<file path="src/rtl/period_timer.sv">
// Prescaler (0..TC) driving a modulo-NPER period counter, with a sticky req/ack event flag.
// Define PERIOD_TIMER_OVF_EN to build the sticky overrun flag o_ovf; otherwise o_ovf is tied low.
module period_timer #(
  parameter int unsigned TC   = 29'd399_999_999,
  parameter int unsigned NPER = 60
) (
  input  logic        i_clk,
  input  logic        i_rst_n,
  input  logic        i_en,
  input  logic        i_clr,
  input  logic        i_ack,
  output logic [28:0] o_cnt,
  output logic        o_tick,
  output logic [5:0]  o_per,
  output logic        o_wrap,
  output logic        o_req,
  output logic        o_ovf
);

  localparam logic [28:0] LP_TC       = 29'(TC);
  localparam logic [5:0]  LP_PER_LAST = 6'(NPER - 1);

  logic [1:0]  r_rel;
  logic [28:0] r_cnt;
  logic        r_tick;
  logic [5:0]  r_per;
  logic        r_wrap;
  logic        r_req;

  logic w_run;
  logic w_term;
  logic w_step;
  logic w_tick_nxt;
  logic w_per_last;

  // Reset asserts asynchronously and releases through two flops; counting
  // begins on the edge that loads the second stage.
  always_ff @(posedge i_clk or negedge i_rst_n) begin
    if (!i_rst_n) begin
      r_rel <= 2'b00;
    end else begin
      r_rel <= {r_rel[0], 1'b1};
    end
  end

  assign w_run      = r_rel[0] | r_rel[1];
  assign w_term     = (r_cnt == LP_TC);
  assign w_step     = w_run & i_en & ~i_clr;
  assign w_tick_nxt = w_step & w_term;
  assign w_per_last = (r_per == LP_PER_LAST);

  always_ff @(posedge i_clk or negedge i_rst_n) begin
    if (!i_rst_n) begin
      r_cnt  <= '0;
      r_tick <= 1'b0;
      r_per  <= '0;
      r_wrap <= 1'b0;
      r_req  <= 1'b0;
    end else if (i_clr) begin
      r_cnt  <= '0;
      r_tick <= 1'b0;
      r_per  <= '0;
      r_wrap <= 1'b0;
      r_req  <= 1'b0;
    end else begin
      r_tick <= w_tick_nxt;
      r_wrap <= w_tick_nxt & w_per_last;
      if (w_step) begin
        r_cnt <= w_term ? '0 : r_cnt + 29'd1;
      end
      if (w_tick_nxt) begin
        r_per <= w_per_last ? '0 : r_per + 6'd1;
      end
      // A new event outranks an ack; an ack during the visible tick cycle is ignored.
      if (w_tick_nxt) begin
        r_req <= 1'b1;
      end else if (i_ack && !r_tick) begin
        r_req <= 1'b0;
      end
    end
  end

`ifdef PERIOD_TIMER_OVF_EN
  logic r_ovf;

  always_ff @(posedge i_clk or negedge i_rst_n) begin
    if (!i_rst_n) begin
      r_ovf <= 1'b0;
    end else if (i_clr) begin
      r_ovf <= 1'b0;
    end else if (w_tick_nxt && r_req && !i_ack) begin
      r_ovf <= 1'b1;
    end
  end

  assign o_ovf = r_ovf;
`else
  assign o_ovf = 1'b0;
`endif

  assign o_cnt  = r_cnt;
  assign o_tick = r_tick;
  assign o_per  = r_per;
  assign o_wrap = r_wrap;
  assign o_req  = r_req;

endmodule

</file>
<file path="config.mk">
export PLATFORM = sky130hd
export DESIGN_NAME = period_timer
export DESIGN_NICKNAME = d
export VERILOG_FILES = /design/src/rtl/period_timer.sv
export SDC_FILE = /design/constraint.sdc
export NUM_CORES = 1
export LEC_CHECK = 0
export CORE_MARGIN = 3
export CORE_UTILIZATION = 40
export CTS_BUF_LIST = sky130_fd_sc_hd__clkbuf_4 sky130_fd_sc_hd__clkbuf_8 sky130_fd_sc_hd__clkbuf_16
export DETAILED_ROUTE_END_ITERATION = 10
export SYNTH_ARGS = -nofsm -noshare
export SYNTH_HDL_FRONTEND = slang
export SYNTH_SLANG_ARGS = --single-unit
export TNS_END_PERCENT = 100
</file>
<file path="constraint.sdc">
create_clock -name i_clk -period 3.1 [get_ports i_clk]
set_input_delay 0.62 -clock i_clk [delete_from_list [all_inputs] [get_ports i_clk]]
set_output_delay 0.62 -clock i_clk [all_outputs]
set_load 0.02 [all_outputs]
</file>
==> results_dict.tcl, run 1 <==
set metrics [dict create \
    die_area_mm2 0.00680 \
    tightestPinTransition_ns 0.891 \
    viasPerCell 5.89 \
    post_cts_buffers 0 \
    cp_cell_sequence "clkdlybuf4s50_1, o21ai_1, nor4_1, nand3_2, or4_1, a21oi_1" \
    first_global_vias 2180 \
    core_area_mm2 0.00557 \
    rows 27 \
    syn_to_final_growth_pct 25.5 \
    synth_cell_type_count 54 \
    htreeDepth 2 \
    syn_inst 261 \
    min-delay-path-class "flop to flop" \
    layoutNonFillerInstCount 375 \
    worstPathArrival_ns 2.77 \
    layout-drive-gt1-share 0.0924 \
    synthFlopType "dfrtp_1" \
    fin_hold_ws_ns 0.431 \
    clockBufferDepth 2 \
    cp_max_fo 8 \
    synth_seq_area_share 0.428 \
    r2r-end "o_cnt[24]" \
    start_kind "input port" \
    vias 2210 \
    wire_per_inst_um 16.1 \
    path_clk_slew_ns 0.08 \
    synth-xor-area-share 0.0150 \
    synth_compound_area_frac 0.124 \
    hold_viol_final 0 \
    fin_area_mm2 0.00293 \
    final_max_slew_viol_count 0 \
    cp-end-kind "flop" \
    ff2ff_setup_slack_ns 0.63 \
    yosysMostFrequentCell "dfrtp_1" \
    synthArstFlopShare 1.00 \
    critical_path_class "input port to flop" \
    clock_skew_ns 0.00788 \
    synth_fp_nets 268 \
    critPathRequiredTime_ns 3.31 \
    grt_max_degree 41 \
    placed_area_mm2 0.00282 \
    cts_buffers 5 \
    synth_mux_area_frac 0.0171 \
    maxUsedRoutingLayer "met4" \
    crit_family "simple AND/OR/NAND/NOR gates" \
    antenna_found_initial 0 \
    hp-start "r_rel[0]" \
    power_density_mw_per_mm2 345 \
    drt-total-wl_um 6050 \
    syn-cell-area_mm2 0.00234 \
    nNetsFinal 309 \
    die_h_um 82.5 \
    dp_hpwl_um 4290 \
    synth_top_family_by_area "simple AND/OR/NAND/NOR gates" \
    yosys-top-cells-count "dfrtp_1, nand2_1, nand3_1" \
    min_to "r_rel[1]" \
    dp.cells 367 \
    synth_area_leaders "dfrtp_1, nand3_1, nand2_1, nand4_1, nor2_1" \
    syn_avg_cell_area_um2 8.96 \
    clkSinkCount 40 \
    io-pin-count 44 \
    vdd_drop_max_mv 0.215 \
    timing.fmax_ghz 0.391 \
    synthSimpleGateAreaFrac 0.358 \
    drt_iter0_markers 122 \
    io_buffer_count 42 \
    diodes 0 \
    synth-edff-count 0 \
    ff2ff_path_depth 6 \
    synth_fa_ha_area_frac 0.0107 \
    gr-total-overflow 0 \
    dieWidth_um 82.5 \
    rsz0062_at_grt "false" \
    hold_path_depth 0 \
    cpMaxStageDelayCell "nor4_1" \
    place.gp.congestion 0.809 \
    ys_seq_elements 40 \
    rr_startpoint "o_cnt[0]" \
    drc 0 \
    cts_root_buf "clkbuf_8" \
    drv_cap 0 \
    track_usage 0.199 \
    wl_met2_um 2830 \
    critPathMaxStageDelay_ns 0.58 \
    fin_setup_tns_ns 0 \
    wl_met1_um 2910 \
    outcome "completed" \
    post-route-min-period_ns 2.56 \
    dr_wl_met3_um 269 \
    yosys.area.top_type "dfrtp_1" \
    holdBufCountCts 0 \
    grt_pass1_wl_um 10500 \
    ys_warn_count 0 \
    cts_tree "done" \
    clock_latency_ns 0.29 \
    crit_buf_inv 1 \
    period_share 0.825 \
    post_cts_resized 0 \
    start_util 0.420 \
    setup_viol 0 \
    ant_nets 0 \
    dr.pass1.iters 4 \
    synth_top_cell_area_share 0.428 \
    slew_headroom 0.406 \
    p_leak_nw 1.15 \
]
## kinds of logic after synthesis
logic type,after synthesis
fa+ha+maj,2
simple gates,146
other cells,2
compound gates,41
buf+inv,22
flops,40
xor+xnor,4
mux,4
## registers in the layout (all words and copies together) (netlist names)
register	cells
o_cnt	29
o_per	6
o_req	1
o_tick	1
o_wrap	1
r_rel	2
## how the worst max path moves through the flow
| stage | start | endpoint | slack, ns | cells past startpoint |
|---|---|---|---|---|
| after detailed placement | i_en | o_per[2] | 0.27 | 6 |
| after floorplan | o_cnt[13] | o_per[5] | 0.88 | 7 |
| after global placement | i_en | o_per[2] | 0.40 | 6 |
| after CTS | i_en | o_per[2] | 0.58 | 6 |
| final | i_en | o_per[2] | 0.54 | 6 |
| after global routing | o_cnt[0] | o_cnt[24] | 0.33 | 6 |
## metal layers
metal,track usage,vias to the layer above
met1,0.282,1081
li1,-,1066
met4,0.0664,0
met5,0,-
met2,0.305,58
met3,0.0347,5
## placed cells by master, fill, tap and decap left out, types with 3 or more instances in the layout
cell type / n
nor4_2: 3
buf_4: 8
nor3_1: 8
a21oi_1: 6
dfrtp_1: 40
nand4_1: 17
clkdlybuf4s50_1: 41
and2_1: 3
clkbuf_8: 5
and3_1: 5
o211ai_1: 3
or4_1: 7
or3_1: 8
inv_1: 6
nand2_1: 29
and4_1: 4
mux2i_1: 4
nor2_1: 15
a31oi_1: 5
o21ai_0: 10
xnor2_1: 3
nand3_1: 29
## area by class of cell
class / count / area (um2)
clock buffers: 6 / 76.3
repair buffers: 50 / 475
inverters: 6 / 22.5
clock inverters: 2 / 35.0
flip-flops and latches: 40 / 1000
multi-input cells: 199 / 1230
fillers: 520 / 2640
well taps: 72 / 90.1
## per-stage QoR
step                      total power [mW]   util  worst slack, ns
after floorplan                      0.566      -            0.884
after global placement               0.597  0.506            0.404
after detailed placement             0.597  0.506            0.266
after CTS                             1.03  0.526            0.584
after global routing                  1.05  0.526            0.327
final                                 1.01  0.526            0.543
## where the power goes
part           leakage [nW]  total [mW]  switching, mW  internal, mW
registers             0.553       0.528        0.00339         0.525
logic                 0.537      0.0573         0.0406        0.0167
clock network        0.0586       0.426          0.178         0.248
## worst reg2reg max path, stage by stage, from the launching register on
cell	delay [ns]
dfrtp_1	0.41
ha_1	0.22
nand4_1	0.26
nor4_2	0.51
nand4_1	0.37
o2111a_1	0.35
a221o_1	0.25
Note: power is estimated with default switching activity, not from simulation.
==> run 2, diff against run 1 <==
==> constraint.sdc (replaced) <==
create_clock -name i_clk -period 2.39 [get_ports i_clk]
set_input_delay 0.478 -clock i_clk [delete_from_list [all_inputs] [get_ports i_clk]]
set_output_delay 0.478 -clock i_clk [all_outputs]
set_load 0.02 [all_outputs]
==> results_dict.tcl, run 2 (synthesis gave the netlist of run 1 again) <==
set metrics [dict create \
    cts_root_buf "clkbuf_8" \
    cpMaxStageDelayCell "or4_1" \
    first_global_vias 2145 \
    post-route-util 0.557 \
    dr.pass1.iters 4 \
    period_share 0.923 \
    dp_hpwl_um 4690 \
    core_area_mm2 0.00557 \
    grt_max_degree 25 \
    drt_iter0_markers 134 \
    tightestPinTransition_ns 0.543 \
    final_cell_mix "clkdlybuf4s50_1, dfrtp_1, buf_4" \
    p_leak_nw 1.26 \
    critical_path_class "flop to flop" \
    power_density_mw_per_mm2 401 \
    viasPerCell 5.75 \
    diodes 0 \
    post-place-ws_ns 0.0426 \
    setup_ws_ns 0.184 \
    slew_headroom 0.638 \
    wire_per_inst_um 16.1 \
    nNetsFinal 332 \
    timing.fmax_ghz 0.453 \
    fin_hold_ws_ns 0.159 \
    min-delay-path-class "input port to async pin" \
    gr-total-overflow 0 \
    track_usage 0.207 \
    critPathRequiredTime_ns 2.57 \
    place.gp.congestion 0.872 \
    clockBufferDepth 2 \
    fin_area_mm2 0.00311 \
    ant_nets 0 \
    cp_max_fo 13 \
    post_cts_buffers 0 \
    placed_area_mm2 0.00301 \
    drv_cap 0 \
    drc 0 \
    antenna_found_initial 0 \
    critPathMaxStageDelay_ns 0.53 \
    path_clk_slew_ns 0.08 \
    crit_family "simple AND/OR/NAND/NOR gates" \
    layout_commonest_cell "clkdlybuf4s50_1" \
    vias 2290 \
    holdBufCountCts 0 \
    layout-drive-gt1-share 0.160 \
    cts_tree "done" \
    start_kind "flop" \
    crit_buf_inv 1 \
    htreeDepth 2 \
    die_h_um 82.5 \
    grt_pass1_wl_um 10800 \
    final_max_slew_viol_count 0 \
    io-pin-count 44 \
    rows 27 \
    largest_reg_flops 29 \
    hold_viol_final 0 \
    drt-total-wl_um 6410 \
    fin_setup_tns_ns 0 \
    outcome "completed" \
    dieWidth_um 82.5 \
    clkSinkCount 40 \
    clock_skew_ns 0.00347 \
    setup_viol 0 \
    worstPathArrival_ns 2.39 \
    rsz0062_at_grt "false" \
    clock_latency_ns 0.29 \
    vdd_drop_max_mv 0.255 \
    fillers 523 \
    cp-end-kind "flop" \
    cts_buffers 5 \
    syn_to_final_growth_pct 32.8 \
    cp_cell_sequence "or4_1, nor4_2, nand3_1, buf_4, and2_1, a221o_1" \
    io_buffer_count 42 \
    post-route-min-period_ns 2.21 \
    die_area_mm2 0.00680 \
    start_util 0.420 \
]
## run 2: area by class of cell
cell class,count,area (um2),share of cell area
Timing Repair Buffer,73,661,0.213
Clock inverter,2,10.0,0.00322
Sequential cell,40,1000,0.322
Tap cell,72,90.1,0.0290
Inverter,6,22.5,0.00725
Multi-Input combinational cell,199,1240,0.399
Clock buffer,6,82.6,0.0266
## run 2: path summary, 6_finish.rpt
check | startpoint | end | slack [ns] | depth (start not counted)
worst max-delay path | o_cnt[14] | o_cnt[24] | 0.18 | 6
worst min-delay path | i_rst_n | o_cnt[26] | 0.16 | 1
worst max register to register | o_cnt[14] | o_cnt[24] | 0.18 | 6
worst min register to register | r_rel[0] | r_rel[1] | 0.43 | 0
max in group asynchronous | i_rst_n | o_cnt[20] | 1.67 | 2
min in group i_clk | r_rel[0] | r_rel[1] | 0.43 | 0
## run 2: through the flow
step	instances	power [mW]
4_1_cts	398	1.26
3_3_place_gp	390	0.784
5_1_grt	398	1.30
2_1_floorplan	261	0.734
6_report	398	1.24
3_5_place_dp	390	0.784
## run 2: repair_timing
action,CTS,global route
endpoints found under the hold margin,0,0
resized for setup,0,1
setup endpoints to repair,0,2
## run 2: where the power goes
part	switching [mW]	internal [mW]	total, mW
clock	0.244	0.231	0.474
sequential	0.00354	0.680	0.684
combinational	0.0567	0.0293	0.0860
## run 2: per-layer routing
layer,share of wire,vias to the layer above,GRT usage
met5,0,-,0
met4,0.014,0,0.0581
met3,0.045,10,0.0347
met2,0.47,66,0.323
met1,0.48,1106,0.295
li1,-,1108,-
==> run 3, diff against run 2 <==
--- a/config.mk
+++ b/config.mk
@@ -6,9 +6,11 @@
 export NUM_CORES = 1
 export LEC_CHECK = 0
 export CORE_MARGIN = 3
-export CORE_UTILIZATION = 40
+export CORE_UTILIZATION = 50
 export CTS_BUF_LIST = sky130_fd_sc_hd__clkbuf_4 sky130_fd_sc_hd__clkbuf_8 sky130_fd_sc_hd__clkbuf_16
+export CTS_CLUSTER_SIZE = 8
 export DETAILED_ROUTE_END_ITERATION = 10
+export PLACE_DENSITY = 0.77
 export SYNTH_ARGS = -nofsm -noshare
 export SYNTH_HDL_FRONTEND = slang
 export SYNTH_SLANG_ARGS = --single-unit
==> results_dict.tcl, run 3 (synthesis gave the netlist of run 1 again) <==
set metrics [dict create \
    critical_path_class "flop to flop" \
    power_density_mw_per_mm2 406 \
    drt_iter0_markers 176 \
    tightestPinTransition_ns 0.905 \
    outcome "completed" \
    cts_tree "done" \
    period_share 0.937 \
    final_max_slew_viol_count 0 \
    setup_viol 0 \
    vias 2302 \
    start_util 0.526 \
    vdd_drop_max_mv 0.312 \
    dr.pass1.iters 4 \
    cts_root_buf "clkbuf_8" \
    post_cts_resized 0 \
    final_cell_mix "clkdlybuf4s50_1, dfrtp_1, nand2_1, nand3_1, buf_4" \
    grtUsageMet1 0.328 \
    cts_buffers 5 \
    rsz0062_at_grt "false" \
    first_global_vias 2185 \
    met2_usage 0.382 \
    cp-end-kind "flop" \
    timing.fmax_ghz 0.447 \
    layout_commonest_cell "clkdlybuf4s50_1" \
    cp_max_fo 7 \
    dp.cells 366 \
    wire_per_inst_um 16.0 \
    rows 24 \
    critPathRequiredTime_ns 2.58 \
    antenna_found_initial 0 \
    use_met3 0.0459 \
    path_clk_slew_ns 0.08 \
    place.gp.congestion 0.898 \
    diodes 0 \
    syn_to_final_growth_pct 30.2 \
    clkSinkCount 40 \
    core_area_mm2 0.00444 \
    start_kind "flop" \
    holdBufCountCts 0 \
    worstPathArrival_ns 2.43 \
    drt-total-wl_um 6000 \
    grt.busiest_layer "met2" \
    nNetsFinal 328 \
    dieWidth_um 74.4 \
    post_cts_buffers 0 \
    grt_max_degree 41 \
    min-delay-path-class "input port to async pin" \
    dp_hpwl_um 4390 \
    slew_headroom 0.397 \
    drv_cap 0 \
    p_leak_nw 1.24 \
    post-route-min-period_ns 2.24 \
    ff2ff_path_depth 6 \
    viasPerCell 6.16 \
    fin_setup_tns_ns 0 \
    grt_pass1_wl_um 10300 \
    htreeDepth 2 \
    largest_reg_flops 29 \
    layoutNonFillerInstCount 374 \
    io_buffer_count 42 \
    track_usage 0.240 \
    layout-drive-gt1-share 0.146 \
    clockBufferDepth 2 \
    clock_latency_ns 0.30 \
    io-pin-count 44 \
    hold_viol_final 0 \
    ant_nets 0 \
    die_area_mm2 0.00553 \
    clock_skew_ns 0.0119 \
    drc 0 \
    die_h_um 74.4 \
    gr-total-overflow 0 \
]
[run 3: cell count changes in the layout (fill, tap and decap cells not counted)]
cell	delta
buf_4	-4
nor3_2	-1
nor3_1	+1
[run 3: per-layer routing]
layer | vias up | part of all wire
met4 | 0 | 0.014
met3 | 8 | 0.056
met2 | 78 | 0.47
li1 | 1112 | -
met5 | - | 0
met1 | 1104 | 0.46
[run 3: final cells by class]
type / instances / area, um2
fill: 373 / 1400
multi-input combinational: 199 / 1230
sequential: 40 / 1000
timing repair buffer: 69 / 631
clock buffer: 6 / 82.6
tap: 52 / 65.1
inverter: 6 / 22.5
clock inverter: 2 / 10.0
[run 3: stage by stage]
step	cell area (um2)	hold WS, ns	setup slack [ns]	power [mW]	util
6_report	3050	0.304	0.152	1.24	0.685
5_1_grt	3050	0.371	0.00350	1.28	0.685
4_1_cts	3050	0.330	0.154	1.25	0.685
3_5_place_dp	2950	0.398	0.0738	0.777	0.664
3_3_place_gp	2950	0.397	0.105	0.776	0.664
2_1_floorplan	2340	0.182	0.174	0.734	-
[run 3: where the power goes]
part / total, mW / internal (mW) / switching [mW]
clock network: 0.474 / 0.230 / 0.243
registers: 0.685 / 0.681 / 0.00427
logic: 0.0788 / 0.0252 / 0.0536
[run 3: worst paths after layout]
check	startpoint	to	slack, ns
max	o_cnt[14]	o_cnt[25]	0.15
min in group i_clk	r_rel[0]	r_rel[1]	0.41
min	i_rst_n	o_cnt[13]	0.30
max reg2reg	o_cnt[14]	o_cnt[25]	0.15
min reg2reg	r_rel[0]	r_rel[1]	0.41
max in group asynchronous	i_rst_n	o_cnt[9]	1.53
[run 3: worst max-delay path, stage by stage, from the launching register on]
cell and delay, ns:
dfrtp_1 0.40, or4_1 0.54, nor4_2 0.24, nand3_1 0.27, buf_4 0.25, a32o_1 0.24, a41o_1 0.20
